**src/rtl/prbs_ctrl_pkg.sv**
```systemverilog
// Shared types and constants for the PRBS lane-scan sequencer.
package prbs_ctrl_pkg;

    typedef enum logic [2:0] {
        StIdle,
        StSettle,
        StCheck,
        StNext,
        StDone
    } scan_state_e;

    // Checker powers up flagging errors and needs history plus a 2-cycle pipeline.
    localparam int unsigned MIN_SETTLE_CYC = 3;

    function automatic int unsigned lsel_w(int unsigned n);
        return (n > 2) ? $clog2(n) : 1;
    endfunction

endpackage

```
**src/rtl/prbs_sat_cnt.sv**
```systemverilog
// Generic saturating up-counter with synchronous clear and count enable.
module prbs_sat_cnt #(
    parameter int unsigned WIDTH = 8
) (
    input  logic             clk_i,
    input  logic             resetn_i,
    input  logic             clr_i,
    input  logic             en_i,
    output logic [WIDTH-1:0] cnt_o
);

    logic [WIDTH-1:0] r_cnt;

    always_ff @(posedge clk_i or negedge resetn_i) begin
        if (!resetn_i) begin
            r_cnt <= '0;
        end else if (clr_i) begin
            r_cnt <= '0;
        end else if (en_i && (r_cnt != '1)) begin
            r_cnt <= r_cnt + 1'b1;
        end
    end

    assign cnt_o = r_cnt;

endmodule

```
**src/rtl/prbs_lane_scan_ctrl.sv**
```systemverilog
// Scans NLANES receive lanes through one shared PRBS checker, recording a
// per-lane pass flag and saturating error count.
module prbs_lane_scan_ctrl
    import prbs_ctrl_pkg::*;
#(
    parameter int unsigned NLANES     = 4,
    parameter int unsigned SETTLE_CYC = 16,
    parameter int unsigned CHECK_CYC  = 1024,
    parameter int unsigned ERR_CNT_W  = 8,
    localparam int unsigned LSEL_W    = lsel_w(NLANES)
) (
    input  logic                        clk_i,
    input  logic                        resetn_i,
    input  logic                        start_i,
    input  logic                        abort_i,
    input  logic                        prbs_err_i,
    output logic                        prbs_en_o,
    output logic [LSEL_W-1:0]           lane_sel_o,
    output logic                        busy_o,
    output logic                        done_o,
    output logic [NLANES-1:0]           pass_o,
    output logic [NLANES*ERR_CNT_W-1:0] err_cnt_o
);

    localparam int unsigned TMR_MAX = (SETTLE_CYC > CHECK_CYC) ? SETTLE_CYC : CHECK_CYC;
    localparam int unsigned TMR_W   = $clog2(TMR_MAX);

    if (SETTLE_CYC < MIN_SETTLE_CYC || CHECK_CYC < 1 || NLANES < 2 || NLANES > 16)
    begin : g_param_chk
        $error("prbs_lane_scan_ctrl: illegal parameter set");
    end

    scan_state_e          r_state, w_state_d;
    logic [TMR_W-1:0]     w_tmr;
    logic [ERR_CNT_W-1:0] w_err_cnt;
    logic                 w_tmr_clr;
    logic                 w_start_ok;
    logic                 w_last_lane;
    logic                 r_prbs_en, r_busy, r_done;
    logic [LSEL_W-1:0]    r_lane_sel;
    logic [NLANES-1:0]    r_pass;
    logic [ERR_CNT_W-1:0] r_err_cnt [NLANES];

    assign w_start_ok  = start_i && !abort_i;
    assign w_last_lane = (r_lane_sel == LSEL_W'(NLANES - 1));

    always_comb begin
        w_state_d = r_state;
        unique case (r_state)
            StIdle:   if (w_start_ok) w_state_d = StSettle;
            StSettle: begin
                if (abort_i)                                    w_state_d = StIdle;
                else if (w_tmr == TMR_W'(SETTLE_CYC - 1))       w_state_d = StCheck;
            end
            StCheck:  begin
                if (abort_i)                                    w_state_d = StIdle;
                else if (w_tmr == TMR_W'(CHECK_CYC - 1))        w_state_d = StNext;
            end
            StNext:   begin
                if (abort_i)          w_state_d = StIdle;
                else if (w_last_lane) w_state_d = StDone;
                else                  w_state_d = StSettle;
            end
            StDone:   w_state_d = StIdle;
            default:  w_state_d = StIdle;
        endcase
    end

    // Phase timer restarts on every state change so each phase counts from zero.
    assign w_tmr_clr = (w_state_d != r_state) || !((r_state == StSettle) || (r_state == StCheck));

    prbs_sat_cnt #(
        .WIDTH (TMR_W)
    ) u_phase_tmr (
        .clk_i    (clk_i),
        .resetn_i (resetn_i),
        .clr_i    (w_tmr_clr),
        .en_i     (1'b1),
        .cnt_o    (w_tmr)
    );

    prbs_sat_cnt #(
        .WIDTH (ERR_CNT_W)
    ) u_err_cnt (
        .clk_i    (clk_i),
        .resetn_i (resetn_i),
        .clr_i    (r_state != StCheck),
        .en_i     ((r_state == StCheck) && prbs_err_i),
        .cnt_o    (w_err_cnt)
    );

    always_ff @(posedge clk_i or negedge resetn_i) begin
        if (!resetn_i) begin
            r_state   <= StIdle;
            r_prbs_en <= 1'b0;
            r_busy    <= 1'b0;
            r_done    <= 1'b0;
        end else begin
            r_state   <= w_state_d;
            r_prbs_en <= (w_state_d == StSettle) || (w_state_d == StCheck);
            r_busy    <= (w_state_d != StIdle);
            r_done    <= (w_state_d == StDone);
        end
    end

    always_ff @(posedge clk_i or negedge resetn_i) begin
        if (!resetn_i) begin
            r_lane_sel <= '0;
            r_pass     <= '0;
            for (int i = 0; i < int'(NLANES); i++) r_err_cnt[i] <= '0;
        end else if ((r_state == StIdle) && w_start_ok) begin
            r_lane_sel <= '0;
            r_pass     <= '0;
            for (int i = 0; i < int'(NLANES); i++) r_err_cnt[i] <= '0;
        end else if ((r_state == StNext) && !abort_i) begin
            r_err_cnt[r_lane_sel] <= w_err_cnt;
            r_pass[r_lane_sel]    <= (w_err_cnt == '0);
            if (!w_last_lane) r_lane_sel <= r_lane_sel + 1'b1;
        end
    end

    for (genvar g = 0; g < int'(NLANES); g++) begin : g_cnt_out
        assign err_cnt_o[g*ERR_CNT_W +: ERR_CNT_W] = r_err_cnt[g];
    end

    assign prbs_en_o  = r_prbs_en;
    assign lane_sel_o = r_lane_sel;
    assign busy_o     = r_busy;
    assign done_o     = r_done;
    assign pass_o     = r_pass;

endmodule

```
**config.mk**
```make
export PLATFORM = sky130hd
export DESIGN_NAME = prbs_lane_scan_ctrl
export DESIGN_NICKNAME = d
export VERILOG_FILES = /design/src/rtl/prbs_ctrl_pkg.sv /design/src/rtl/prbs_sat_cnt.sv /design/src/rtl/prbs_lane_scan_ctrl.sv
export SDC_FILE = /design/constraint.sdc
export NUM_CORES = 1
export LEC_CHECK = 0
export ABC_AREA = 1
export CORE_ASPECT_RATIO = 1.2
export CORE_MARGIN = 1.5
export CORE_UTILIZATION = 59
export CTS_BUF_LIST = sky130_fd_sc_hd__clkbuf_8
export DETAILED_ROUTE_END_ITERATION = 6
export PLACE_DENSITY_LB_ADDON = 0.05
export SYNTH_ARGS = -nofsm -noshare
export SYNTH_HDL_FRONTEND = slang
export SYNTH_SLANG_ARGS = --single-unit
```
**constraint.sdc**
```tcl
create_clock -name clk_i -period 3.87 [get_ports clk_i]
set_clock_uncertainty 0.15 [all_clocks]
set_input_delay 0.5805 -clock clk_i [delete_from_list [all_inputs] [get_ports clk_i]]
set_output_delay 0.5805 -clock clk_i [all_outputs]
set_load 0.05 [all_outputs]
```
==> run_results.csv <==
group,metric,value,unit
status,status,"finished clean",
power,power.density,387,nW/um^2
timing,grt_setup_unrepaired,"no",
final_layout,areaGrowthSynthToFinish,25.3,%
grt,grt_overflow_total,0,
critical_path,arrival,1630,ps
critical_path,critPathBufInv,1,
die,die_y,78.4,um
yosys,ys_seq_elements,62,
clock_tree,worst_skew_pair.late_latency,340,ps
final_layout,final_cell_mix,"62 x dfrtp_1, 50 x nand3_1, 44 x o21ai_0, 44 x clkdlybuf4s50_1, 36 x nand2_1",
place,hpwlAfterDp,4.19,mm
power,peakVddDrop,0.326,mV
drt,viasPerCell,5.69,
yosys,synthesis.nets,325,
timing,setup_viol,0,
drt,routedWlPerCell,14.4,um
place,gp_congestion,0.898,
yosys,yosysWarnings,0,
power,p_leak,1.58,nW
clock_tree,holdBufCountCts,0,
place,place_inst,409,
clock_tree,numCtsBuffers,9,
grt,grt_pass1_wl,10.2,mm
run,max_cap_violations,0,
drt,drt_iter0_markers,222,
grt,grt_use_total,26.6,%
critical_path,crit_type,"flop to output pin",
die,num_rows,27,
clock_tree,tritoncts,"done",
power,p_sw,0.000320,W
final_layout,drive_above_1_share,9.54,%
power,p_int,0.00104,W
final_layout,nets,374,
clock_tree,cts_sinks,62,
die,dieArea,5160,um^2
timing,fin_crit,2360,ps
grt,grt_antenna_before_repair,0,
place,portBuffers,45,
critical_path,cp_max_fo,6,
die,fp.dieW,65.8,um
timing,tightest_slew,875,ps
critical_path,end_kind,"output pin",
worst_hold_path,min_path_type,"input pin to asynchronous set/reset pin",
critical_path,crit_chain,"clkdlybuf4s50_1",
clock_tree,cts_max_level,3,
yosys,syn_inst,313,
final_layout,num_antenna_cells,0,
drt,num_vias,2417,
yosys,synthesis.area,2800,um^2
drt,ant_nets,0,
timing,finalHoldViolCount,0,
critical_path,cpPeakStageDelay,840,ps
critical_path,crit_required,3140,ps
clock_tree,clkTransAtPathRegs,70,ps
final_layout,final-instance-count-excl-fill,425,
timing,relSlewSlack,41.7,%
power,swShare,23.6,%
die,core-area,4560,um^2
drt,routed_wl,6.12,mm
grt,grt_pass1_vias,2212,
timing,final-max-slew-violation-count,0,
timing,max_clock_freq,424,MHz
timing,post-route-period-util,60.9,%
clock_tree,post_cts_resized,0,
die,initial_core_util,61.3,%
clock_tree,clock_path_buffers,2,
power,p_seq_share,48.8,%
yosys,syn_area_per_cell,8.93,um^2
final_layout,fillCellCount,336,
clock_tree,clockRootBuffer,"clkbuf_8",
yosys,ys_types,27,
power,combPwrFrac,6.0,%
clock_tree,post-cts-setup-buffers,0,
grt,grt_start_max_net_pins,41,
drt,drc,0,
die,io-pin-count,46,
drt,drtPass1Iterations,5,
timing,hold_slack,201,ps
power,clockPowerShare,45.2,%
critical_path,critPathLaunchType,"flop",
final_layout,layout_commonest_cell,"dfrtp_1",
final_layout,final_util,76.8,%
yosys,yosysSeqAreaShare,55.5,%
critical_path,crit_family,"buffers and inverters",
timing,tns,0,ps
critical_path,cpMaxStageDelayCell,"clkdlybuf4s50_1",
synth_stat cells:
| cell type | number | share of area (%) |
|---|---|---|
| xnor2_1 | 2 | 0.63 |
| a31oi_1 | 1 | 0.22 |
| xor2_1 | 1 | 0.31 |
| buf_1 | 1 | 0.13 |
| nand4_1 | 10 | 2.2 |
| ha_1 | 7 | 3.1 |
| dfrtp_1 | 62 | 55 |
| nor2_2 | 4 | 0.89 |
| a21boi_0 | 1 | 0.27 |
| nand3_1 | 50 | 8.9 |
| nor2_4 | 1 | 0.40 |
| nand2_1 | 36 | 4.8 |
| nor2_1 | 27 | 3.6 |
| o21ai_0 | 44 | 7.9 |
| nand3_2 | 2 | 0.72 |
| inv_2 | 3 | 0.40 |
| o21ai_1 | 5 | 0.89 |
| a21oi_1 | 4 | 0.72 |
| nand2_2 | 5 | 1.1 |
| nor4_1 | 1 | 0.22 |
| inv_1 | 31 | 4.2 |
| o21ai_2 | 1 | 0.31 |
| buf_2 | 2 | 0.36 |
| o21bai_1 | 1 | 0.27 |
| nor3_1 | 4 | 0.72 |
| clkbuf_1 | 5 | 0.67 |
| or2_2 | 2 | 0.45 |
final timing paths:
check                                                    to                      start  slack (ps)  cells after the start
max                                           lane_sel_o[0]  lane_sel_o[0]$_DFFE_PN0P_        1510                      1
min                                   pass_o[0]$_DFFE_PN0P_                   resetn_i         200                      1
max reg2reg                u_phase_tmr.cnt_o[2]$_DFFE_PN0P_  lane_sel_o[0]$_DFFE_PN0P_        1930                      7
min reg2reg                       err_cnt_o[10]$_DFFE_PN0P_  err_cnt_o[10]$_DFFE_PN0P_         360                      2
max in group asynchronous          err_cnt_o[8]$_DFFE_PN0P_                   resetn_i        2560                      2
min in group clk_i                err_cnt_o[10]$_DFFE_PN0P_  err_cnt_o[10]$_DFFE_PN0P_         360                      2
cell type report:
class | instances | area [um^2] | area share, %
clock buffers | 9 | 124 | 3.54
clock inverters | 7 | 90.1 | 2.57
inverters | 34 | 128 | 3.64
multi-input cells | 209 | 1080 | 31.0
flip-flops and latches | 62 | 1550 | 44.3
well taps | 58 | 72.6 | 2.07
repair buffers | 46 | 453 | 12.9
sequential cells by signal (all words and copies together) (netlist names):
signal and count:
done_o 1, r_state 3, u_err_cnt.cnt_o 8, lane_sel_o 2, u_phase_tmr.cnt_o 10, pass_o 4
prbs_en_o 1, busy_o 1, err_cnt_o 32
power groups by stage:
stage / clock, W / combinational (W) / sequential (W)
floorplan: 0 / 0.0000338 / 0.000688
global placement: 0 / 0.0000806 / 0.000674
detailed placement: 0 / 0.0000820 / 0.000674
CTS: 0.000616 / 0.0000831 / 0.000662
global route: 0.000643 / 0.0000916 / 0.000663
finish: 0.000613 / 0.0000813 / 0.000662
logic make-up (layout without fill, tap and decap cells):
group	after synthesis	count (layout)	share of synthesized area [%]
flip-flops	62	62	55.5
adder cells (fa/ha/maj)	7	7	3.13
AO/OA/AOI/OAI	57	57	10.6
buffers and inverters	42	96	5.73
AND/OR/NAND/NOR	142	142	24.2
XOR/XNOR	3	3	0.940
metrics by stage:
stage               instance area (um^2)  total power [W]  setup WS [ps]
finish                              3500          0.00136           1510
CTS                                 3500          0.00136           1510
global route                        3500          0.00140           1460
global placement                    3290         0.000754           1580
floorplan                           2800         0.000722           1900
detailed placement                  3290         0.000756           1520
layer usage:
layer	track usage (%)	wire, um
met1	35.4	2670
met2	41.1	2940
met3	8.02	389
met4	10.0	108
met5	0	0
Power figures use the tool's default switching activity.
